**config.mk**
```make
export PLATFORM = sky130hd
export DESIGN_NAME = pipe_stage_skid_reg
export DESIGN_NICKNAME = d
export VERILOG_FILES = /design/src/rtl/pipe_stage_skid_reg.sv
export SDC_FILE = /design/constraint.sdc
export NUM_CORES = 1
export LEC_CHECK = 0
export BUFFER_PORTS_ARGS = -buffer_cell sky130_fd_sc_hd__buf_2
export CORE_MARGIN = 2
export CORE_UTILIZATION = 50
export DETAILED_ROUTE_END_ITERATION = 6
export PLACE_DENSITY_LB_ADDON = 0.3
export SETUP_SLACK_MARGIN = 0.4
export SLEW_MARGIN = 30
export SYNTH_ARGS = -nofsm -noshare
export SYNTH_HDL_FRONTEND = slang
export SYNTH_SLANG_ARGS = --single-unit
```
**constraint.sdc**
```tcl
create_clock -name clk -period 2.29 [get_ports clk]
set_clock_uncertainty 0.15 [all_clocks]
set_input_delay 0.229 -clock clk [delete_from_list [all_inputs] [get_ports clk]]
set_output_delay 0.229 -clock clk [all_outputs]
set_load 0.05 [all_outputs]
```
**src/rtl/pipe_stage_skid_reg.sv**
```systemverilog
// Inter-stage pipeline register with a 2-entry skid buffer, registered in_ready and synchronous flush.
// Optional macro PIPE_FLUSH_NOP_EN: out_data loads NOP_VALUE whenever the stage becomes empty.
module pipe_stage_skid_reg #(
  parameter int unsigned       DATA_W    = 64,
  parameter logic [DATA_W-1:0] NOP_VALUE = '0
) (
  input  logic              clk,
  input  logic              rst_n,
  input  logic              in_valid,
  output logic              in_ready,
  input  logic [DATA_W-1:0] in_data,
  input  logic              flush,
  output logic              out_valid,
  input  logic              out_ready,
  output logic [DATA_W-1:0] out_data,
  output logic [1:0]        occupancy
);

  typedef enum logic [1:0] {
    EMPTY = 2'd0,
    HALF  = 2'd1,
    FULL  = 2'd2
  } state_e;

  state_e            state_q;
  state_e            state_nxt;
  logic [DATA_W-1:0] main_nxt;
  logic [DATA_W-1:0] skid_q;
  logic [DATA_W-1:0] skid_nxt;
  logic              accept;
  logic              emit;

  assign accept    = in_valid & in_ready;
  assign emit      = out_valid & out_ready;
  assign occupancy = 2'(state_q);

  // State register; the encoding doubles as the held-entry count.
  always_ff @(posedge clk or negedge rst_n) begin
    if (!rst_n) begin
      state_q <= EMPTY;
    end else begin
      state_q <= state_nxt;
    end
  end

  // Next state and slot contents; out_data is the main slot itself.
  always_comb begin
    state_nxt = state_q;
    main_nxt  = out_data;
    skid_nxt  = skid_q;
    case (state_q)
      EMPTY: begin
        if (accept) begin
          state_nxt = HALF;
          main_nxt  = in_data;
        end
      end
      HALF: begin
        if (accept && emit) begin
          main_nxt = in_data;
        end else if (accept) begin
          state_nxt = FULL;
          skid_nxt  = in_data;
        end else if (emit) begin
          state_nxt = EMPTY;
        end
      end
      FULL: begin
        if (emit) begin
          state_nxt = HALF;
          main_nxt  = skid_q;
        end
      end
      default: state_nxt = EMPTY;
    endcase

    // Flush wins: drop any same-cycle accept; a same-cycle emit already left.
    if (flush) begin
      state_nxt = EMPTY;
      main_nxt  = out_data;
    end

`ifdef PIPE_FLUSH_NOP_EN
    if ((state_nxt == EMPTY) && ((state_q != EMPTY) || flush)) begin
      main_nxt = NOP_VALUE;
    end
`endif
  end

  // Registered handshake outputs and payload slots.
  always_ff @(posedge clk or negedge rst_n) begin
    if (!rst_n) begin
      out_data  <= '0;
      skid_q    <= '0;
      out_valid <= 1'b0;
      in_ready  <= 1'b1;
    end else begin
      out_data  <= main_nxt;
      skid_q    <= skid_nxt;
      out_valid <= (state_nxt != EMPTY);
      in_ready  <= (state_nxt != FULL);
    end
  end

`ifndef PIPE_FLUSH_NOP_EN
  logic unused_nop_value;
  assign unused_nop_value = ^NOP_VALUE;
`endif

endmodule
```
==> results of run 1 <==
[through the flow]
| step | worst slack (ps) | util (%) | cells |
|---|---|---|---|
| final | 363 | 73.4 | 745 |
| after global routing | 311 | 73.4 | 745 |
| after CTS | 351 | 71.3 | 736 |
| after detailed placement | 343 | 58.7 | 629 |
| after global placement | 394 | 58.7 | 629 |
| after floorplan | 248 | - | 359 |
[synthesized netlist by cell type (all sizes together)]
library cell    n
nor4bb          1
mux2          192
nand4bb         1
nand2           3
a211oi          2
dfstp           1
a221o           1
nor2b           1
o21ai           1
a21boi          1
dfrtp         131
and3b           1
o32ai           1
buf            19
nand2b          1
a221oi          1
nand4           1
[worst min-delay path by stage]
stage	startpoint	to	slack, ps	depth (start not counted)
after detailed placement	rst_n	skid_q[21]	70	1
after floorplan	rst_n	occupancy[0]	-220	0
after global placement	rst_n	skid_q[21]	60	1
final	in_valid	occupancy[0]	130	3
after global routing	in_valid	occupancy[0]	130	3
after CTS	in_valid	occupancy[0]	70	3
[kinds of logic after synthesis]
| logic type | after synthesis |
|---|---|
| and+or+nand+nor | 9 |
| buffers and inverters | 19 |
| AOI/OAI and AO/OA | 7 |
| DFF | 132 |
| muxes | 192 |
[layout make-up]
| class | instances | area, um^2 |
|---|---|---|
| fillers | 738 | 3020 |
| flip-flops and latches | 132 | 3310 |
| clock inverters | 15 | 208 |
| clock buffers | 17 | 425 |
| multi-input cells | 208 | 2370 |
| repair buffers | 230 | 1810 |
| well taps | 143 | 179 |
[power groups by stage]
stage | Clock (uW) | Sequential, uW | Combinational [uW]
after floorplan | 0 | 4960 | 1040
after global placement | 0 | 3590 | 3100
after detailed placement | 0 | 3660 | 3180
after CTS | 2930 | 3620 | 3330
after global routing | 3040 | 3750 | 3590
final | 2870 | 3640 | 3420
[what timing repair did]
| item | CTS | global route |
|---|---|---|
| endpoints found under the hold margin | 100 | 0 |
| buffers inserted | 6 | 2 |
| setup endpoints to repair | 43 | 94 |
| gates resized for setup | 3 | 13 |
| pin swaps | 0 | 1 |
| hold buffers | 67 | 0 |
| gates cloned | 2 | 7 |
[flip-flops by register name, summed over array words and instances (netlist names)]
signal / count
out_data: 64
skid_q: 64
occupancy: 2
in_ready: 1
out_valid: 1
[per-layer routing]
| layer | vias up | global-route usage [%] |
|---|---|---|
| met3 | 30 | 4.98 |
| met1 | 1950 | 24.0 |
| met4 | 0 | 10.4 |
| li1 | 1775 | - |
| met5 | - | 0 |
| met2 | 99 | 38.6 |
[critical path, stage by stage (launching register included)]
cell      delay [ps]
dfrtp_2          400
nand2b_4         160
o32ai_4          350
buf_8            220
buf_12           170
mux2_2           350
==> qor.txt, run 1 <==
Xor/xnor cell area share of the yosys netlist: 0%
Register area share after synthesis: 57.6%
Syn-to-layout area delta: 44.8%
CP endpoint kind: flop
Internal reg-to-reg setup slack: 360 ps
First-pass GRT wire length: 21000 um
Pleak: 0.00373 uW
Tightest Hold Check Type: input pin to flop
RSZ-0062 raised after global routing: yes
R2R Path End: out_data[31]
Avg Vias per Cell: 5.17
Post-synthesis mux area share: 37.7%
Worst Hold Slack: 126 ps
Max-slew headroom: 67.5%
Synth Warn #: 0
Number of port buffers: 136
Syn avg cell area: 16.0 um^2
Antenna violations before repair: 0
Outcome: complete, no violations
TNS Setup: 0 ps
Clock sink total: 132
Netlist cell types: 19
Worst R2R Path Depth: 5
Commonest cells after routing, fill and taps aside: 174 x mux2_2, 135 x buf_2, 128 x dfrtp_1
Switching Share: 36.0%
Largest family of logic cells by synthesized area: multiplexers
Arr. time, crit path: 2060 ps
Cell count after synthesis: 359
CP Max Fanout: 10
Hold Fails Final Rpt: 0
Total CTS buffers: 17
Detail Route met3 WL: 499 um
Longest Clk Path Bufs: 2
Worst r2r src: occupancy[0]
Die Ht: 111 um
Gr ovfl total: 0
Mapped Nets: 428
Minimum clock period: 1930 ps
DIE WIDTH: 111 um
Least-Margin Pin Slew: 487 ps
Routed met2 length: 7180 um
Crit path to: out_data[31]
Final weighted congestion in routability-driven placement: 0.752
WL per Instance: 18.1 um
Synth Area in Adders: 0%
Nets@finish: 658
Fraction of the mapped netlist area in compound gates: 1.35%
Top cells by area, synth: dfrtp_1 57%, mux2_2 36%, mux2_1 2.0%
Max Freq: 0.519 GHz
MaxCap Viol Count: 0
CP startpoint: occupancy[0]
Final setup fails: 0
Switching pwr: 3570 uW
Largest net degree at the start of global routing: 59
Vias in the first global route: 4379
Mapped Area: 0.00574 mm^2
Final instance area: 0.00831 mm^2
Worst-Skew Late Latency: 410 ps
Row cnt: 39
Total wire length: 13500 um
Top Layer Used: met4
M1 WL: 5390 um
Root Buffer: clkbuf_16
Post-route ant nets: 0
Number of I/O pins: 137
Iter 0 DRT Violations: 124
# diodes: 0
CTS tree: done
Post-Synth Simple-Gate Area: 1.05%
Yosys reg bits: 132
Initial Utilization: 50.7%
Post-DP HPWL: 7460 um
Fin crit share: 84.1%
Core area: 0.0113 mm^2
Synth area leader: dfrtp_1
Most common cell after layout, fill and taps aside: mux2_2
Internal power: 6350 uW
H-tree Lvls: 4
CTS clk-pin slew, worst paths: 60 ps
Max VDD drop: 0.000797 V
Clk pwr share: 28.9%
Drt pass-1 iters: 4
GRT Total Usage: 21.5%
Die ar.: 0.0123 mm^2
DRC Markers: 0
Ratio of cells with drive above 1 in the final layout: 64.8%
WP data required: 2430 ps
Total power: 9920 uW
Yosys top cell area share: 57.1%
CP startpoint kind: flop
Placed cell area: 0.00665 mm^2
Critical path class: flop to flop
Max Slew Vio Count: 0
P per Cell Area: 1190 mW/mm^2
DR vias: 3854
Combinational power share: 34.5%
Sequential Power Share: 36.7%
(Power assumes the default switching activity.)
==> inputs of run 2 (changes only) <==
--- a/config.mk
+++ b/config.mk
@@ -5,6 +5,7 @@
 export SDC_FILE = /design/constraint.sdc
 export NUM_CORES = 1
 export LEC_CHECK = 0
+export ABC_AREA = 1
 export BUFFER_PORTS_ARGS = -buffer_cell sky130_fd_sc_hd__buf_2
 export CORE_MARGIN = 2
 export CORE_UTILIZATION = 50
==> constraint.sdc (replaced) <==
create_clock -name clk -period 1.9 [get_ports clk]
set_clock_uncertainty 0.15 [all_clocks]
set_input_delay 0.19 -clock clk [delete_from_list [all_inputs] [get_ports clk]]
set_output_delay 0.19 -clock clk [all_outputs]
set_load 0.05 [all_outputs]
==> run 2 against run 1 <==
Sequential share of layout area shrank 3.8 points; combinational power increased by 71%; routed wire length is 44% higher; critical endpoint is now skid_q[32]; clock power is 4% higher; worst hold slack worse by 30 ps; critical path type unchanged; setup slack worse by 130 ps; sequential power increased by 30%; critical path depth rose by 2; global-route usage is 3.8 points higher.
==> qor.txt, run 2 <==
Outcome: complete, no violations
Tightest Hold Check Type: input pin to flop
DR vias: 6378 (+65%)
MaxCap Viol Count: 0 (unchanged)
WHS Endpoint: occupancy[1]
Least-Margin Pin Slew: 413 ps (-74.1 ps)
Hold Fails Final Rpt: 0 (unchanged)
Max incr delay on CP: 490 ps (+90 ps)
Syn avg cell area: 7.76 um^2 (-51%)
Longest Clk Path Bufs: 2 (unchanged)
CTS tree: done
Ys async rst share: 100% (unchanged)
Commonest cells after routing, fill and taps aside: 209 x nand2_1, 133 x inv_1, 132 x buf_2
Final setup fails: 0 (unchanged)
RSZ-0062 raised after global routing: yes
Critical path class: flop to flop
Avg Vias per Cell: 5.19 (+0.32%)
Worst-Skew Late Latency: 410 ps (about the same)
CP endpoint kind: flop
Yosys reg bits: 132 (unchanged)
Min-delay src: out_ready
Worst Path Buf+Inv: 3 (+1)
Root Buffer: clkbuf_16
Iter 0 DRT Violations: 562 (+350%)
GRT Total Usage: 25.3% (+3.8 points)
Internal reg-to-reg setup slack: 240 ps (-130 ps)
Total CTS buffers: 17 (unchanged)
Top cells by area, synth: dfrtp_1 51%, nand2_1 12%, nand3_1 8.3%
Die ar.: 0.0139 mm^2 (+12%)
WP data required: 2040 ps (-390 ps)
Final weighted congestion in routability-driven placement: 0.762 (+1.3%)
Worst r2r src: occupancy[1]
Hold Path Stages: 4 (+1)
Critical-path cell list: nor2_2 > buf_4 > nand3_4 > buf_12 > clkbuf_16 > nor2_1 > a21oi_1
First-pass GRT wire length: 28400 um (+35%)
Mapped Nets: 904 (+110%)
Post-route ant nets: 0 (unchanged)
WL per Instance: 15.8 um (-13%)
Nets@finish: 1113 (+69%)
TNS Setup: 0 ps (unchanged)
Non-filler cells in the finished layout: 1229 (+65%)
CP startpoint kind: flop
Antenna violations before repair: 0 (unchanged)
Slowest cell on crit path: dfrtp_2
Row cnt: 41 (+5.1%)
Vias in the first global route: 5868 (+34%)
Synth Flop Type: dfrtp_1
Max Freq: 0.601 GHz (+16%)
Max VDD drop: 0.000796 V (about the same)
DRC Markers: 0 (unchanged)
Synth Warn #: 0 (unchanged)
Max Slew Vio Count: 0 (unchanged)
Number of I/O pins: 137 (unchanged)
Fin crit share: 87.6% (+3.5 points)
Top-count cell post-synth: nand2_1
Worst setup margin: 236 ps (-128 ps)
Clock sink total: 132 (unchanged)
CP startpoint: occupancy[1]
Fill cell count: 927 (+26%)
Syn-to-layout area delta: 41.8%
Post-DP HPWL: 9980 um (+34%)
Ratio of cells with drive above 1 in the final layout: 22.2% (-43 points)
Gr ovfl total: 0 (unchanged)
Max-slew headroom: 72.4% (+4.9 points)
Most common cell after layout, fill and taps aside: nand2_1
Arr. time, crit path: 1810 ps (-250 ps)
Initial Utilization: 51.3% (+0.64 points)
Pleak: 0.00511 uW (+37%)
H-tree Lvls: 4 (unchanged)
Yosys top cell area share: 50.6% (-6.5 points)
Cell count after synthesis: 835 (+130%)
Post-synth EDFFs: 0 (unchanged)
Register area share after synthesis: 51.0% (-6.6 points)
CP Max Fanout: 11 (+1)
Largest net degree at the start of global routing: 71 (+20%)
Die Ht: 118 um (+6.0%)
DIE WIDTH: 118 um (+6.0%)
Drt pass-1 iters: 7 (+3)
Minimum clock period: 1660 ps (-262 ps)
R2R Path End: skid_q[32]
Netlist cell types: 16 (-3)
Placed Cells: 1110 (+76%)
Mapped Area: 0.00648 mm^2 (+13%)
CTS clk-pin slew, worst paths: 50 ps (about the same)
Total wire length: 19400 um (+44%)
Dpl ws: 169 ps (-175 ps)
Commonest cells post-synth: 214 x nand2_1, 134 x inv_1, 131 x dfrtp_1
CP delay by family, top: buffers and inverters
Number of port buffers: 136 (unchanged)
Worst R2R Path Depth: 7 (+2)
P per Cell Area: 1480 mW/mm^2 (+24%)
Synth area leader: dfrtp_1
# diodes: 0 (unchanged)
Core area: 0.0126 mm^2 (+11%)
## run 2: cell families after synthesis
group,count (synthesis),share of synthesized area (%)
AOI/OAI and AO/OA,157,14.6
DFF,132,51.0
buffers and inverters,193,11.6
and+or+nand+nor,353,22.7
## run 2: repair_timing
item | CTS | global route
pin swaps | 1 | 3
endpoints found under the setup margin | 130 | 133
cloned | 0 | 12
hold endpoints to repair | 252 | 0
gates resized for setup | 19 | 37
buffers inserted | 6 | 3
hold buffers | 66 | 0
## run 2: how the worst max path moves through the flow
stage / cells after the start / end / slack, ps
floorplan: 7 / out_data[52] / 240
global placement: 6 / skid_q[59] / 180
detailed placement: 6 / skid_q[54] / 170
CTS: 6 / out_data[11] / 320
global route: 7 / skid_q[19] / 170
finish: 7 / skid_q[32] / 240
## run 2: layout make-up
class / instances / area [um^2] / share of cell area, %
flip-flops and latches: 132 / 3310 / 36.0
multi-input cells: 510 / 2490 / 27.2
repair buffers: 247 / 2110 / 23.0
inverters: 136 / 518 / 5.64
clock buffers: 28 / 517 / 5.63
well taps: 172 / 215 / 2.34
clock inverters: 4 / 20.0 / 0.218
## run 2: worst reg2reg max path, cell delays in order, from the launching register on
cell and delay [ps]:
dfrtp_2 490, nor2_2 150, buf_4 140, nand3_4 70
buf_12 170, clkbuf_16 190, nor2_1 130, a21oi_1 60
## run 2: routing by layer
layer	GRT usage, %	vias to the layer above	share of wire (%)
met5	0	-	0
met1	33.8	2987	42
li1	-	3027	-
met3	5.09	49	7.0
met4	10.5	0	2.3
met2	40.4	315	49
## run 2: power by group
part | total [uW] | internal, uW | switching, uW | leakage, uW
logic | 5850 | 1820 | 4030 | 0.00325
registers | 4720 | 4060 | 663 | 0.00159
clock network | 2980 | 1830 | 1150 | 0.000268
## run 2: per-stage QoR
stage | hold slack [ps] | cell area (um^2) | util (%) | total power, uW
3_5_place_dp | -16.0 | 7490 | 59.3 | 10000
3_3_place_gp | -12.6 | 7490 | 59.3 | 9890
6_report | 96.0 | 9190 | 72.8 | 13600
4_1_cts | 47.1 | 8820 | 69.9 | 13200
5_1_grt | 99.2 | 9190 | 72.8 | 14300
2_1_floorplan | -256 | 6610 | - | 8660
